File: config.mk
export PLATFORM = sky130hd
export DESIGN_NAME = mem_port_arbiter
export DESIGN_NICKNAME = d
export VERILOG_FILES = /design/src/rtl/mem_port_arbiter_pkg.sv /design/src/rtl/mem_port_arbiter_pick.sv /design/src/rtl/mem_port_arbiter.sv
export SDC_FILE = /design/constraint.sdc
export NUM_CORES = 1
export LEC_CHECK = 0
export BUFFER_PORTS_ARGS = -buffer_cell sky130_fd_sc_hd__buf_2
export CAP_MARGIN = 20
export CORE_AREA = 2 2 107 109
export CTS_CLUSTER_DIAMETER = 30
export DETAILED_ROUTE_END_ITERATION = 6
export DIE_AREA = 0 0 109 111
export PLACE_DENSITY = 0.76
export SYNTH_ARGS = -nofsm -noshare
export SYNTH_HDL_FRONTEND = slang
export SYNTH_SLANG_ARGS = --single-unit
File: constraint.sdc
create_clock -name clk -period 1.5 [get_ports clk]
set_input_delay 0.225 -clock clk [delete_from_list [all_inputs] [get_ports clk]]
set_output_delay 0.225 -clock clk [all_outputs]
set_load 0.01 [all_outputs]
File: src/rtl/mem_port_arbiter_pkg.sv
// Shared types for the fetch/data memory port arbiter.
package mem_port_arbiter_pkg;

   typedef enum logic [1:0] {
      ARB_IDLE = 2'd0,
      ARB_REQ  = 2'd1,
      ARB_RESP = 2'd2
   } arb_state_t;

   typedef enum logic {
      OWN_IF = 1'b0,
      OWN_D  = 1'b1
   } arb_owner_t;

endpackage

File: src/rtl/mem_port_arbiter_pick.sv
// Combinational winner select between fetch and data requesters.
// MEM_PORT_ARB_RR_EN: round-robin on contention (requester not served last wins);
// otherwise fixed data priority and last_owner is ignored.
module mem_port_arb_pick
   import mem_port_arbiter_pkg::*;
(
   input  logic       if_req,
   input  logic       d_req,
   input  arb_owner_t last_owner,
   output logic       valid,
   output arb_owner_t winner
);

   // winner select; only meaningful while valid is high
   always_comb begin
      valid  = if_req | d_req;
      winner = OWN_IF;
`ifdef MEM_PORT_ARB_RR_EN
      if (if_req && d_req) begin
         winner = (last_owner == OWN_D) ? OWN_IF : OWN_D;
      end else if (d_req) begin
         winner = OWN_D;
      end
`else
      if (d_req) begin
         winner = OWN_D;
      end
`endif
   end

`ifndef MEM_PORT_ARB_RR_EN
   // fixed priority has no use for the history input
   logic unused_last_owner;
   assign unused_last_owner = last_owner;
`endif

endmodule

File: src/rtl/mem_port_arbiter.sv
// Shares one single-ported memory between instruction fetch and load/store.
// One transaction outstanding; the granted request is latched and replayed to memory.
// MEM_PORT_ARB_RR_EN: round-robin arbitration on contention (default: data priority).
//
// state    | meaning
// ARB_IDLE | no transaction; grant a pending request and latch it
// ARB_REQ  | mem_req held with latched fields until mem_gnt
// ARB_RESP | waiting for mem_rvalid; forward it to the owner
module mem_port_arbiter
   import mem_port_arbiter_pkg::*;
#(
   parameter int AW = 32,
   parameter int DW = 32
) (
   input  logic            clk,
   input  logic            rst_n,
   input  logic            if_req,
   input  logic [AW-1:0]   if_addr,
   output logic            if_gnt,
   output logic            if_rvalid,
   output logic [DW-1:0]   if_rdata,
   input  logic            d_req,
   input  logic            d_we,
   input  logic [AW-1:0]   d_addr,
   input  logic [DW-1:0]   d_wdata,
   input  logic [DW/8-1:0] d_be,
   output logic            d_gnt,
   output logic            d_rvalid,
   output logic [DW-1:0]   d_rdata,
   output logic            mem_req,
   output logic            mem_we,
   output logic [AW-1:0]   mem_addr,
   output logic [DW-1:0]   mem_wdata,
   output logic [DW/8-1:0] mem_be,
   input  logic            mem_gnt,
   input  logic            mem_rvalid,
   input  logic [DW-1:0]   mem_rdata,
   output logic            busy
);

   arb_state_t      state, state_nxt;
   arb_owner_t      owner_q;
   arb_owner_t      last_owner;
   arb_owner_t      winner;
   logic            pick_valid;
   logic            grant;
   logic            we_q;
   logic [AW-1:0]   addr_q;
   logic [DW-1:0]   wdata_q;
   logic [DW/8-1:0] be_q;

   mem_port_arb_pick u_pick (
      .if_req     (if_req),
      .d_req      (d_req),
      .last_owner (last_owner),
      .valid      (pick_valid),
      .winner     (winner)
   );

   // state register plus latched copy of the granted request
   always_ff @(posedge clk) begin
      if (!rst_n) begin
         state   <= ARB_IDLE;
         owner_q <= OWN_IF;
         we_q    <= 1'b0;
         addr_q  <= '0;
         wdata_q <= '0;
         be_q    <= '0;
      end else begin
         state <= state_nxt;
         if (grant) begin
            owner_q <= winner;
            if (winner == OWN_D) begin
               we_q    <= d_we;
               addr_q  <= d_addr;
               wdata_q <= d_wdata;
               be_q    <= d_be;
            end else begin
               we_q    <= 1'b0;
               addr_q  <= if_addr;
               wdata_q <= '0;
               be_q    <= '1;
            end
         end
      end
   end

`ifdef MEM_PORT_ARB_RR_EN
   // history for round-robin; starts as D so the first contended grant goes to fetch
   always_ff @(posedge clk) begin
      if (!rst_n) begin
         last_owner <= OWN_D;
      end else if (grant) begin
         last_owner <= winner;
      end
   end
`else
   assign last_owner = OWN_D;
`endif

   // next state and handshake pulses; grants are held off while reset is asserted
   always_comb begin
      state_nxt = state;
      if_gnt    = 1'b0;
      d_gnt     = 1'b0;
      if_rvalid = 1'b0;
      d_rvalid  = 1'b0;
      mem_req   = 1'b0;
      case (state)
         ARB_IDLE: begin
            if (pick_valid && rst_n) begin
               if_gnt    = (winner == OWN_IF);
               d_gnt     = (winner == OWN_D);
               state_nxt = ARB_REQ;
            end
         end
         ARB_REQ: begin
            mem_req = 1'b1;
            if (mem_gnt) begin
               state_nxt = ARB_RESP;
            end
         end
         ARB_RESP: begin
            if (mem_rvalid) begin
               if_rvalid = (owner_q == OWN_IF);
               d_rvalid  = (owner_q == OWN_D);
               state_nxt = ARB_IDLE;
            end
         end
         default: state_nxt = ARB_IDLE;
      endcase
   end

   assign grant     = if_gnt | d_gnt;
   assign mem_we    = we_q;
   assign mem_addr  = addr_q;
   assign mem_wdata = wdata_q;
   assign mem_be    = be_q;
   assign busy      = (state != ARB_IDLE);

   // read data only visible in the owner's response cycle; stores return zero
   assign if_rdata = if_rvalid ? mem_rdata : '0;
   assign d_rdata  = (d_rvalid && !we_q) ? mem_rdata : '0;

endmodule

Word-level counts from Yosys, hierarchy flattened
Cells that the tools add are included.
- equality and inequality tests: 5
- muxes and demuxes: 20
- bitwise operators: 4
- reductions and logical operators: 6
- operators with widths (operator ; count):
    32-bit two-way mux ; 4
    1-bit two-way mux ; 11
    2-bit two-way mux ; 3
    2-bit inequality test, second input constant ; 3
    2-bit case mux with 3 select lines ; 1
    4-bit two-way mux ; 1
    3-bit AND reduction ; 1
    2-bit by 1-bit == test with 1-bit output, second input constant ; 1
    2-bit == test, second input constant ; 1
    1-bit logical AND ; 2
    2-bit zero test ; 1
    1-bit inverter ; 2
    1-bit bitwise OR ; 2
    2-bit nonzero test ; 1
    1-bit zero test ; 1
- register bits after elaboration: 72
- bits of input ports: 139
- logic and storage cells: 41

Longest topological paths before layout
- depth in word-level cells: 5
- depth in mapped cells: 7

Cells and area by module
A second synthesis with hierarchy kept.
- cell total of the unflattened synthesis: 400
- area total of the unflattened synthesis: 3549.7 um^2
- modules (own cells, without submodules) (module ; times used ; cells each ; area an instance (um^2)):
    mem_port_arbiter ; 1 ; 398 ; 3535.9
    mem_port_arb_pick ; 1 ; 2 ; 13.8

Least setup slack after synthesis
Ideal clock, no wire load.
- kind: register to output
- start: register state[1]
- end: output port d_rdata[10]
- arrival time: 1.274 ns
- data required time: 1.275 ns
- slack: 0.001 ns
- stages on the path, launching flop included: 5
- path buffers: 1
- cell sequence: dfxtp_1 -> and4b_1 -> nor2b_1 -> clkbuf_1 -> and2_1
- word-level cells in the longest chain between the ends: 4
- ends and longest elaborated chain (item ; line ; RTL):
    start: declaration ; mem_port_arbiter.sv:41 ; arb_state_t state, state_nxt;
    start signal: assignment ; mem_port_arbiter.sv:70 ; state <= state_nxt;
    2-bit == test ; mem_port_arbiter.sv:109 ; case (state)
    1-bit two-way mux ; mem_port_arbiter.sv:109 ;
    named net d_rvalid ; mem_port_arbiter.sv:28 ; output logic d_rvalid,
    1-bit logical AND ; mem_port_arbiter.sv:143 ; assign d_rdata = (d_rvalid && !we_q) ? mem_rdata : '0;
    32-bit two-way mux ; mem_port_arbiter.sv:143 ;
    end: declaration ; mem_port_arbiter.sv:29 ; output logic [DW-1:0] d_rdata,
The timed path passes the listed nets, and every way through them passes these cells.

Final worst setup path
- start: register state[0]
- end: output port d_rdata[15]
- word-level cells in the longest chain between the ends: 4
- ends and longest elaborated chain (item ; line):
    2-bit == test ; mem_port_arbiter.sv:109
    1-bit two-way mux ; mem_port_arbiter.sv:109
    1-bit logical AND ; mem_port_arbiter.sv:143
    32-bit two-way mux ; mem_port_arbiter.sv:143
No other way between the ends.

==> run_results.csv <==
group,metric,value,unit
drt,vias,3560,
status,status,"finished with violations",
sta,setup_viol_count_final,68,
sta,fin_hold_ws,0.113,ns
synth,synth_fp_nets,458,
sta,slew_violations,0,
clock_network,clk_pin_slew,0.06,ns
sta,hold_viol,0,
min_path,hp-class,"in -> reg",
synth,yosysSeqAreaShare,0.437,
sta,worst_slack,-0.291,ns
setup_path,crit_arrival,1.57,ns
sta,finClkSkew,0.0106,ns
setup_path,path_max_fanout,9,
power,seqPwrFrac,0.396,
grt,grt_pass1_vias,3451,
setup_path,cp-start-kind,"register",
placement,portBuffers,277,
placement,place_hpwl,8110,µm
drt,first_pass_iters,4,
layout,synthToLayoutAreaGrowth,70.8,%
clock_network,numCtsBuffers,9,
grt,grt_max_degree,35,
placement,routabilityCongestion,0.763,
power,leakage,2.93,nW
layout,layout.nets,743,
clock_network,cts.path.max_buffers,2,
status,violations,"negative setup slack",
power,p_int,4.00,mW
grt,grt_util_met2,0.292,
power,fin_total_pwr,5.55,mW
placement,pre_cts_slack,-0.208,ns
grt,grt_usage,0.167,
grt,gr-total-overflow,0,
drt,routed_via_density,4.73,
sta,worst_pin_slew,0.520,ns
sta,period_minus_slack,1.79,ns
clock_network,clk_latency,0.32,ns
clock_network,cts_tree,"built",
power,p_clk_frac,0.386,
setup_path,end_kind,"primary output",
grt,antenna_found_initial,0,
grt,grt_pass1_wl,16200,µm
drt,drc,0,
die,die_w,109,µm
synth,synth_cell_types,28,
clock_network,clock-sinks,72,
synth,avgSynthCellArea,10.3,µm²
clock_network,cts-htree-levels,3,
synth,synth_warnings,0,
die,start_util,0.298,
sta,maxSlewHeadroom,0.653,
synth,syn_area,3300,µm²
setup_path,path_class,"reg -> out",
grt,busiest_layer,"met2",
die,core-area,11100,µm²
power,p_sw_frac,0.279,
power,peakVddDrop,0.665,mV
layout,n_antenna_cell,0,
run,maxCapViolCount,0,
drt,drt_wl_total,11300,µm
power,pwr-share-comb,0.218,
die,die_area,12100,µm²
drt,drt_first_iter_violations,188,
grt,grtUsageMet1,0.204,
power,power_switching,1.55,mW
synth,ys_ff_latch,72,
grt,grtUsageMet3,0.0417,
setup_path,required,1.27,ns
drt,wire_per_inst,15.0,µm
synth,syn_inst,319,
clock_network,cts-root-buf,"clkbuf_16",
die,fp.dieH,111,µm
sta,rsz0062_at_grt,"true",
die,ios,278,
layout,layout-drive-gt1-share,0.627,
power,power.density,986,nW/µm²
die,rows,39,
sta,fmax,0.558,GHz
drt,drtAntennaViolNets,0,
sta,fin_crit_sh,1.19,
[per-stage QoR]
step,utilization,instances,setup TNS (ns),instance area [µm²]
4_1_cts,0.471,743,-14.33,5220
6_report,0.508,752,-15.25,5630
3_3_place_gp,0.439,725,-3.81,4860
5_1_grt,0.508,752,-20.25,5630
2_1_floorplan,-,319,0,3300
3_5_place_dp,0.439,725,-6.58,4860
[critical path, stage by stage, from the launching register on]
cell     delay (ns)
dfxtp_4        0.35
and4b_1        0.27
nor2b_4        0.20
buf_4          0.17
and2_1         0.14
buf_2          0.13
[registers in the layout, summed over array words and instances (netlist names)]
register and cells:
mem_wdata 32, state 2, mem_we 1, mem_addr 32, owner_q 1, mem_be 4
[power groups by stage]
stage / sequential [mW] / clock (mW) / combinational [mW]
6_report: 2.20 / 2.14 / 1.21
3_3_place_gp: 2.23 / 0 / 1.09
5_1_grt: 2.22 / 2.30 / 1.31
4_1_cts: 2.20 / 2.22 / 1.13
2_1_floorplan: 2.31 / 0 / 0.536
3_5_place_dp: 2.23 / 0 / 1.13
[timing repair]
| action | 4_1_cts | 5_1_grt |
|---|---|---|
| resized for setup | 13 | 72 |
| hold buffers | 0 | 0 |
| pin swaps | 0 | 36 |
| endpoints found under the setup margin | 102 | 117 |
| setup buffers | 1 | 6 |
| cloned | 1 | 5 |
[cells in the mapped netlist]
| cell type | n | share of area |
|---|---|---|
| buf_6 | 5 | 0.017 |
| nor2_2 | 1 | 0.0019 |
| o221a_1 | 4 | 0.014 |
| dfxtp_1 | 72 | 0.44 |
| and2_4 | 1 | 0.0027 |
| and4b_1 | 1 | 0.0030 |
| inv_2 | 1 | 0.0011 |
| a21oi_4 | 1 | 0.0049 |
| nor2_1 | 2 | 0.0023 |
| a21oi_1 | 32 | 0.049 |
| or2_1 | 1 | 0.0019 |
| a22o_1 | 33 | 0.088 |
| buf_2 | 10 | 0.015 |
| nor3b_1 | 1 | 0.0023 |
| and4bb_2 | 1 | 0.0038 |
| o21a_1 | 1 | 0.0023 |
| and3_1 | 1 | 0.0019 |
| mux2i_1 | 32 | 0.097 |
| and2_1 | 64 | 0.12 |
| a211oi_1 | 12 | 0.027 |
| a22oi_1 | 1 | 0.0023 |
| inv_1 | 1 | 0.0011 |
| clkbuf_1 | 15 | 0.017 |
| a21o_1 | 1 | 0.0023 |
| buf_1 | 1 | 0.0011 |
| nand2_1 | 1 | 0.0011 |
| a211oi_2 | 20 | 0.076 |
| nor2b_1 | 3 | 0.0057 |
[area by class of cell]
cell class	instances	area, µm²
timing repair buffer	304	1900
clock inverter	7	77.6
multi-input combinational	215	1800
sequential	72	1450
clock buffer	9	225
inverter	2	7.51
tap	143	179
fill	1003	5450
[cells by family after synthesis]
kind of cell	synth area share
mux	0.0972
flops	0.437
buf+inv	0.0527
compound gates	0.265
simple gates	0.148
[layout by cell type (no fill, tap or decap)]
master      netlist  routed
buf_2            10     245
dfxtp_1          72      69
buf_6             5      41
and2_1           64      34
a22o_1           33      33
mux2i_1          32      32
a21oi_1          32      32
and2_4            1      31
a211oi_2         20      20
buf_4             0      13
a211oi_1         12      12
clkbuf_16         0      11
o221a_1           4       4
inv_6             0       3
buf_12            0       3
nor2b_1           3       2
a21oi_4           1       2
nor2_1            2       2
dfxtp_4           0       2
nor2_4            0       1
inv_1             1       1
and4b_1           1       1
nor2b_4           0       1
and4bb_4          0       1
inv_2             1       1
or2_1             1       1
nor3b_2           0       1
and3_2            0       1
nand2_1           1       1
o21a_1            1       1
a22oi_1           1       1
a21o_1            1       1
bufinv_16         0       1
clkinv_4          0       1
clkinv_2          0       1
clkinvlp_4        0       1
dfxtp_2           0       1
[per-layer routing]
metal,up-vias,wire (µm)
met3,6,745
met4,0,72
li1,1729,-
met1,1677,4780
met2,148,5720
met5,-,0
[path summary, 6_finish.rpt]
kind / cells past startpoint / endpoint / start / slack [ns]
worst max-delay path: 5 / d_rdata[15] / state[0]$_SDFFE_PN0P_ / -0.29
worst min register to register: 1 / owner_q$_SDFFE_PN0P_ / owner_q$_SDFFE_PN0P_ / 0.45
worst min-delay path: 2 / mem_wdata[31]$_SDFFE_PN0P_ / d_wdata[31] / 0.11
worst max register to register: 7 / mem_be[3]$_SDFFE_PN0P_ / state[0]$_SDFFE_PN0P_ / 0.10
(Power assumes the default switching activity.)
